<file path="src/rtl/sdram_port_sched.sv">
// sdram_port_sched: shares one SDRAM controller between a write stream and a
// read stream. It issues burst requests from FIFO fill levels, arbitrates
// round-robin on ties, and walks each port's address pointer through its own
// wrapping region.

// Per-port burst address pointer. It advances by one burst at the end of each
// burst and wraps to BASE at LIMIT. A clear that arrives mid-burst is held
// back so the address stays stable while the request is up.
module sdram_port_ptr #(
  parameter int                ADDR_W = 24,
  parameter logic [ADDR_W-1:0] BASE   = '0,
  parameter logic [ADDR_W-1:0] LIMIT  = 24'h000400,
  parameter logic [ADDR_W-1:0] STEP   = 24'h000100
) (
  input  logic              clk,
  input  logic              rstn,
  input  logic              active,  // this port owns the controller
  input  logic              done,    // burst-end pulse from controller
  input  logic              clr,     // pointer-clear pulse
  output logic [ADDR_W-1:0] ptr
);
  logic [ADDR_W-1:0] ptr_q;
  logic [ADDR_W-1:0] ptr_inc;
  logic              clr_pend_q;

  assign ptr_inc = ptr_q + STEP;
  assign ptr     = ptr_q;

  // Pointer and deferred-clear flag. A clear always wins over the increment.
  always_ff @(posedge clk or negedge rstn) begin
    if (!rstn) begin
      ptr_q      <= BASE;
      clr_pend_q <= 1'b0;
    end else if (active && done) begin
      ptr_q      <= (clr || clr_pend_q || ptr_inc >= LIMIT) ? BASE : ptr_inc;
      clr_pend_q <= 1'b0;
    end else if (active) begin
      if (clr) clr_pend_q <= 1'b1;
    end else begin
      // Idle port: end pulses are ignored and a clear applies at once. A
      // clear on the grant edge lands together with the rising request, so
      // the address the controller sees is still stable.
      if (clr) ptr_q <= BASE;
      clr_pend_q <= 1'b0;
    end
  end
endmodule

module sdram_port_sched #(
  parameter int                ADDR_W    = 24,
  parameter int                CNT_W     = 10,
  parameter logic [CNT_W-1:0]  BURST_LEN = 10'd256,
  parameter logic [ADDR_W-1:0] WR_BASE   = 24'h000000,
  parameter logic [ADDR_W-1:0] WR_LIMIT  = 24'h000400,
  parameter logic [ADDR_W-1:0] RD_BASE   = 24'h000000,
  parameter logic [ADDR_W-1:0] RD_LIMIT  = 24'h000400,
  parameter logic [CNT_W-1:0]  RD_THRESH = 10'd256
) (
  input  logic              clk,
  input  logic              rstn,
  input  logic              init_done,
  input  logic              rd_enable,
  input  logic [CNT_W-1:0]  wr_fifo_cnt,
  input  logic [CNT_W-1:0]  rd_fifo_cnt,
  input  logic              wr_ptr_clr,
  input  logic              rd_ptr_clr,
  output logic              sdram_wr_req,
  output logic [ADDR_W-1:0] sdram_wr_addr,
  input  logic              sdram_wr_end,
  output logic              sdram_rd_req,
  output logic [ADDR_W-1:0] sdram_rd_addr,
  input  logic              sdram_rd_end,
  output logic [CNT_W-1:0]  burst_len,
  output logic              busy
);
  typedef enum logic [1:0] {IDLE, ARB, WR_BUSY, RD_BUSY} state_t;

  localparam logic [ADDR_W-1:0] STEP = ADDR_W'(BURST_LEN);

  state_t state_q, state_d;
  logic   last_rd_q, last_rd_d;  // 1: most recent grant went to the read port
  logic   wr_pend, rd_pend;
  logic   wr_req_q, rd_req_q, busy_q;

  assign wr_pend   = (wr_fifo_cnt >= BURST_LEN);
  assign rd_pend   = rd_enable && (rd_fifo_cnt < RD_THRESH);
  assign burst_len = BURST_LEN;

  // Next-state and grant selection. BUSY always returns through ARB, which
  // guarantees at least one low-request cycle between bursts.
  always_comb begin
    state_d   = state_q;
    last_rd_d = last_rd_q;
    case (state_q)
      IDLE: if (init_done) state_d = ARB;
      ARB: begin
        if (wr_pend && (!rd_pend || last_rd_q)) begin
          state_d   = WR_BUSY;
          last_rd_d = 1'b0;
        end else if (rd_pend) begin
          state_d   = RD_BUSY;
          last_rd_d = 1'b1;
        end
      end
      WR_BUSY: if (sdram_wr_end) state_d = ARB;
      RD_BUSY: if (sdram_rd_end) state_d = ARB;
      default: state_d = IDLE;
    endcase
  end

  // State register plus registered request/busy decoded from the next state,
  // so a request rises on the grant edge and drops on the end edge.
  always_ff @(posedge clk or negedge rstn) begin
    if (!rstn) begin
      state_q   <= IDLE;
      last_rd_q <= 1'b1;
      wr_req_q  <= 1'b0;
      rd_req_q  <= 1'b0;
      busy_q    <= 1'b0;
    end else begin
      state_q   <= state_d;
      last_rd_q <= last_rd_d;
      wr_req_q  <= (state_d == WR_BUSY);
      rd_req_q  <= (state_d == RD_BUSY);
      busy_q    <= (state_d == WR_BUSY) || (state_d == RD_BUSY);
    end
  end

  assign sdram_wr_req = wr_req_q;
  assign sdram_rd_req = rd_req_q;
  assign busy         = busy_q;

  sdram_port_ptr #(
    .ADDR_W(ADDR_W), .BASE(WR_BASE), .LIMIT(WR_LIMIT), .STEP(STEP)
  ) u_wr_ptr (
    .clk   (clk),
    .rstn  (rstn),
    .active(state_q == WR_BUSY),
    .done  (sdram_wr_end),
    .clr   (wr_ptr_clr),
    .ptr   (sdram_wr_addr)
  );

  sdram_port_ptr #(
    .ADDR_W(ADDR_W), .BASE(RD_BASE), .LIMIT(RD_LIMIT), .STEP(STEP)
  ) u_rd_ptr (
    .clk   (clk),
    .rstn  (rstn),
    .active(state_q == RD_BUSY),
    .done  (sdram_rd_end),
    .clr   (rd_ptr_clr),
    .ptr   (sdram_rd_addr)
  );
endmodule

</file>
<file path="config.mk">
export PLATFORM = sky130hd
export DESIGN_NAME = sdram_port_sched
export DESIGN_NICKNAME = d
export VERILOG_FILES = /design/src/rtl/sdram_port_sched.sv
export SDC_FILE = /design/constraint.sdc
export NUM_CORES = 1
export LEC_CHECK = 0
export ABC_CLOCK_PERIOD_IN_PS = 2480
export CAP_MARGIN = 10
export CORE_ASPECT_RATIO = 0.6
export CORE_MARGIN = 2
export CORE_UTILIZATION = 27
export CTS_BUF_LIST = sky130_fd_sc_hd__clkbuf_16
export CTS_CLUSTER_SIZE = 12
export DETAILED_ROUTE_END_ITERATION = 6
export DONT_BUFFER_PORTS = 1
export SYNTH_ARGS = -nofsm -noshare
export SYNTH_HDL_FRONTEND = slang
export SYNTH_SLANG_ARGS = --single-unit
</file>
<file path="constraint.sdc">
create_clock -name clk -period 2.48 [get_ports clk]
set_input_delay 0.62 -clock clk [delete_from_list [all_inputs] [get_ports clk]]
set_output_delay 0.62 -clock clk [all_outputs]
set_load 0.005 [all_outputs]
</file>
[After elaboration in Yosys (flattened, before gate mapping)]
Cells that the tools add are included.
Storage, ports and cells
  output and inout port bits: 61
  word-level logic and storage cells: 64
  bits of input ports: 28
  bits in registers: 56
Cells by class
  magnitude comparators: 4
  add/subtract/negate cells: 2
  reduce and logical (&&, ||, !) cells: 18
  mux-type cells: 22
  equal/unequal tests: 9
Operator list (count)
  $mux W24: 8
  $add A24 B9 Y24 const B: 2
  $ge A24 B11 Y1 const B: 2
  $ge A10 B9 Y1 const B: 1
  $lt A10 B9 Y1 const B: 1
  $mux W2: 5
  $eq A2 B2 Y1 const B: 4
  $mux W1: 8
  $pmux W2 S4: 1
  $logic_or A1 B1 Y1: 6
  $ne A3 B3 Y1 const B: 2
  $reduce_and A2 Y1: 3
  $reduce_bool A2 Y1: 3
  $logic_and A1 B1 Y1: 4
  $ne A2 B2 Y1 const B: 2
  $eq A2 B1 Y1 const B: 1
  $logic_not A2 Y1: 1
  $logic_not A1 Y1: 1

[Longest topological paths before layout]
  depth after elaboration: 9
  depth in mapped cells: 7
  depth with buffers taken out: 7

[Cells and area by module]
Synthesis repeated with hierarchy kept, for this count alone.
Unflattened totals
  cells, all modules: 206
  area, all modules: 2135.8 µm²
By module, submodules not included
  sdram_port_ptr: sequential area each 425.4 µm², cells an instance 84, area each 878.3 µm², instances 2
  sdram_port_sched: sequential area each 151.4 µm², cells an instance 38, area each 379.1 µm², instances 1

[Worst setup path before layout]
Ideal clock, no wire load.
  kind: reg2reg
  from: register u_rd_ptr.ptr_q[8] (netlist: u_rd_ptr.ptr[8])
  to: register u_rd_ptr.ptr_q[9] (netlist: u_rd_ptr.ptr[9])
  path buffers: 0
  required time: 2.385 ns
  stages on the path, launching flop included: 8
  setup slack: 0.581 ns
  data arrival time: 1.804 ns
  setup time: 0.095 ns
  clock period less this slack: 1.899 ns
  cells stage by stage: dfrtp_1 -> ha_1 -> and2_1 -> o21ai_1 -> or4b_1 -> nor4_1 -> nand4_1 -> o31ai_1
Between the ends
  longest elaborated chain between the ends: 5
RTL lines
  start, declared: RTL line 22  | logic [ADDR_W-1:0] ptr_q;
  start signal, assigned: RTL line 35  | ptr_q <= (clr || clr_pend_q || ptr_inc >= LIMIT) ? BASE : ptr_inc;
  $add A24 B9 Y24 *: RTL line 26  | assign ptr_inc = ptr_q + STEP;
  $ge A24 B11 Y1: RTL line 35
  $logic_or A1 B1 Y1: RTL line 35
  $mux W24 *: RTL line 35
  $mux W24 *: RTL line 34  | end else if (active && done) begin
Every way passes the cells marked *; elsewhere a longest branch is shown, timed or not.
A chain may end at the register's enable or synchronous reset.

[Worst setup path after layout]
Same ends and word-level chain as after synthesis.

==> flow_summary.json <==
{
  "status": "finished, final reports clean",
  "cts-root-buf": "clkbuf_16",
  "start_kind": "flip-flop",
  "synth_area_leader_cell": "dfrtp_1",
  "synth_xor_area_frac": 0.0371,
  "timing.rr.end": "u_rd_ptr.ptr[9]$_DFFE_PN0P_",
  "final_cell_mix": "38 x dfrtp_1, 30 x and2_1, 26 x conb_1",
  "grt_max_degree": 40,
  "max_freq_mhz": 448,
  "crit_path_end_kind": "flip-flop",
  "synthTopCellsByArea": "dfrtp_1 45%, buf_4 9.2%, and2_1 8.8%, nor2_1 2.6%, nand2_1 2.5%",
  "clkSinkCount": 39,
  "drt_iter0_markers": 99,
  "r2r-start": "u_rd_ptr.ptr[8]$_DFFE_PN0P_",
  "wire_per_inst_um": 13.7,
  "synth_fa_ha_area_frac": 0.0118,
  "p_int_mw": 1.14,
  "post-route-period-util": 0.901,
  "rr_worst_depth": 7,
  "pwr-share-comb": 0.134,
  "rows": 25,
  "ys.flop_type": "dfrtp_1",
  "p_leak_nw": 1.03,
  "ios": 89,
  "critPathKind": "reg -> reg",
  "initial_core_util": 0.274,
  "crit_path_start": "u_rd_ptr.ptr[8]$_DFFE_PN0P_",
  "finalCriticalPeriod_ns": 2.23,
  "hold_buffers": 0,
  "synth-edff-count": 0,
  "insertion_delay_ns": 0.27,
  "nets": 251,
  "die_h_um": 72.8,
  "htreeDepth": 2,
  "grt_overflow": 0,
  "finalHoldViolations": 0,
  "firstDrtPassIters": 4,
  "p_switching_uw": 427,
  "clkSlewWorstSetupHoldPaths_ns": 0.06,
  "async_reset_ff_frac": 1.00,
  "critPathRequiredTime_ns": 2.66,
  "synth.distinct_cells": 39,
  "hold_ws_ns": 0.0373,
  "tns_ns": 0,
  "ys_seq_area_frac": 0.459,
  "synthMuxAreaShare": 0.0259,
  "p_per_area_nw_per_um2": 683,
  "peakVddDrop_uv": 311,
  "antenna_cells": 0,
  "gp_congestion": 0.744,
  "cts_tree": "done",
  "hp-class": "in -> async",
  "fin_skew_ns": 0.00353,
  "antenna_found_initial": 0,
  "synth_top_family_by_area": "simple AND/OR/NAND/NOR gates",
  "synth-seq-cells": 39,
  "grt_pass1_vias": 1309,
  "netlist_area_um2": 2130,
  "rrSetupSlack_ns": 0.25,
  "synth_simple_gate_area_frac": 0.276,
  "core_area_um2": 7760,
  "die-area_um2": 8630,
  "final_common_cell": "dfrtp_1",
  "clk_path_buf_depth": 2,
  "io_buffers": 0,
  "drive_above_1_share": 0.0724,
  "swShare": 0.272,
  "num_vias": 1455,
  "syn_inst": 217,
  "cp_max_fo": 6,
  "routed_wl_um": 4520,
  "clockPowerShare": 0.379,
  "ys_warn_count": 0,
  "cap_violations": 0,
  "avgViaCountPerCell": 4.42,
  "crit_arrival_ns": 2.41,
  "maxSlewViolCount": 0,
  "grt_pass1_wl_um": 7310,
  "setup_viol": 0,
  "cts_setup_buffers": 0,
  "postCtsResizedCells": 0,
  "synth_compound_area_frac": 0.0835,
  "detail-route-antenna-nets": 0,
  "cts_buffers": 5,
  "dpl.hpwl_um": 3390,
  "endpoint": "u_rd_ptr.ptr[9]$_DFFE_PN0P_",
  "route.detailed.drc": 0,
  "die_w_um": 119,
  "yosys.area.top_type_share": 0.447,
  "avgSynthCellArea_um2": 9.80,
  "grt_setup_unrepaired": "no",
  "track_usage": 0.109,
  "areaGrowthSynthToFinish_pct": 7.88,
  "seqPwrFrac": 0.486
}
area by class of cell:
type | count | area [um^2]
fill | 814 | 5460
multi-input combinational | 170 | 1020
sequential | 39 | 977
tap | 108 | 135
clock buffer | 5 | 125
timing repair buffer | 2 | 15.0
inverter | 3 | 11.3
clock inverter | 2 | 8.76
cell families (layout without fill, tap and decap cells):
kind of cell,Yosys count,in the layout
simple gates,104,104
flops,39,39
buf+inv,32,12
compound gates,24,24
xor+xnor,9,9
mux,5,5
fa+ha+maj,2,2
other cells,2,26
through the flow:
step            util  total power [mW]  cell area (um^2)  worst slack (ns)  instances
2_1_floorplan      -             0.943              2220             0.581        241
3_3_place_gp   0.279             0.979              2160             0.274        322
3_5_place_dp   0.279             0.992              2160             0.249        322
4_1_cts        0.296              1.60              2290             0.234        329
5_1_grt        0.296              1.67              2290            0.0735        329
6_report       0.296              1.57              2290             0.246        329
worst min path at each step:
stage	startpoint	endpoint
2_1_floorplan	rstn	busy$_DFF_PN0_
3_3_place_gp	rstn	u_rd_ptr.ptr[21]$_DFFE_PN0P_
3_5_place_dp	rstn	u_rd_ptr.ptr[21]$_DFFE_PN0P_
4_1_cts	rstn	u_rd_ptr.ptr[21]$_DFFE_PN0P_
5_1_grt	rstn	u_rd_ptr.ptr[21]$_DFFE_PN0P_
6_report	rstn	u_rd_ptr.ptr[21]$_DFFE_PN0P_
sequential cells by signal (all words and copies together) (netlist names):
register,count
u_rd_ptr.clr_pend_q,1
sdram_rd_req,1
state_q,1
u_rd_ptr.ptr,16
sdram_wr_req,1
u_wr_ptr.clr_pend_q,1
last_rd_q,1
busy,1
u_wr_ptr.ptr,16
worst max-delay path, cell delays in order (launching register included):
cell and delay (ns):
dfrtp_1 0.43, ha_1 0.22, and2_1 0.27, o21ai_1 0.09
or4b_1 0.48, nor4_1 0.21, nand4_1 0.18, o31ai_1 0.27
synthesized netlist by cell type (3+ instances only):
master,instances
dfrtp_1,38
nand4_1,7
nor3b_1,3
xor2_1,3
nor2b_1,3
o31ai_1,5
and3_1,3
a21oi_1,3
nor2_1,15
nor3_1,9
mux2i_1,4
o21ai_0,8
nand3_1,8
inv_1,3
nand2_1,14
buf_4,26
xnor2_1,6
clkbuf_1,3
and2_1,30
layer usage:
| metal | track usage | vias to the layer above | share of wire |
|---|---|---|---|
| met1 | 0.175 | 694 | 0.54 |
| met5 | 0 | - | 0 |
| met3 | 0.0313 | 4 | 0.054 |
| met4 | 0.0357 | 0 | 0.011 |
| li1 | - | 715 | - |
| met2 | 0.131 | 42 | 0.39 |
power by group through the flow:
| stage | Sequential (mW) | Combinational (mW) | Clock, mW |
|---|---|---|---|
| global route | 0.774 | 0.247 | 0.651 |
| detailed placement | 0.774 | 0.217 | 0 |
| floorplan | 0.753 | 0.189 | 0 |
| CTS | 0.764 | 0.216 | 0.617 |
| finish | 0.762 | 0.211 | 0.595 |
| global placement | 0.774 | 0.206 | 0 |
Power figures use the tool's default switching activity.
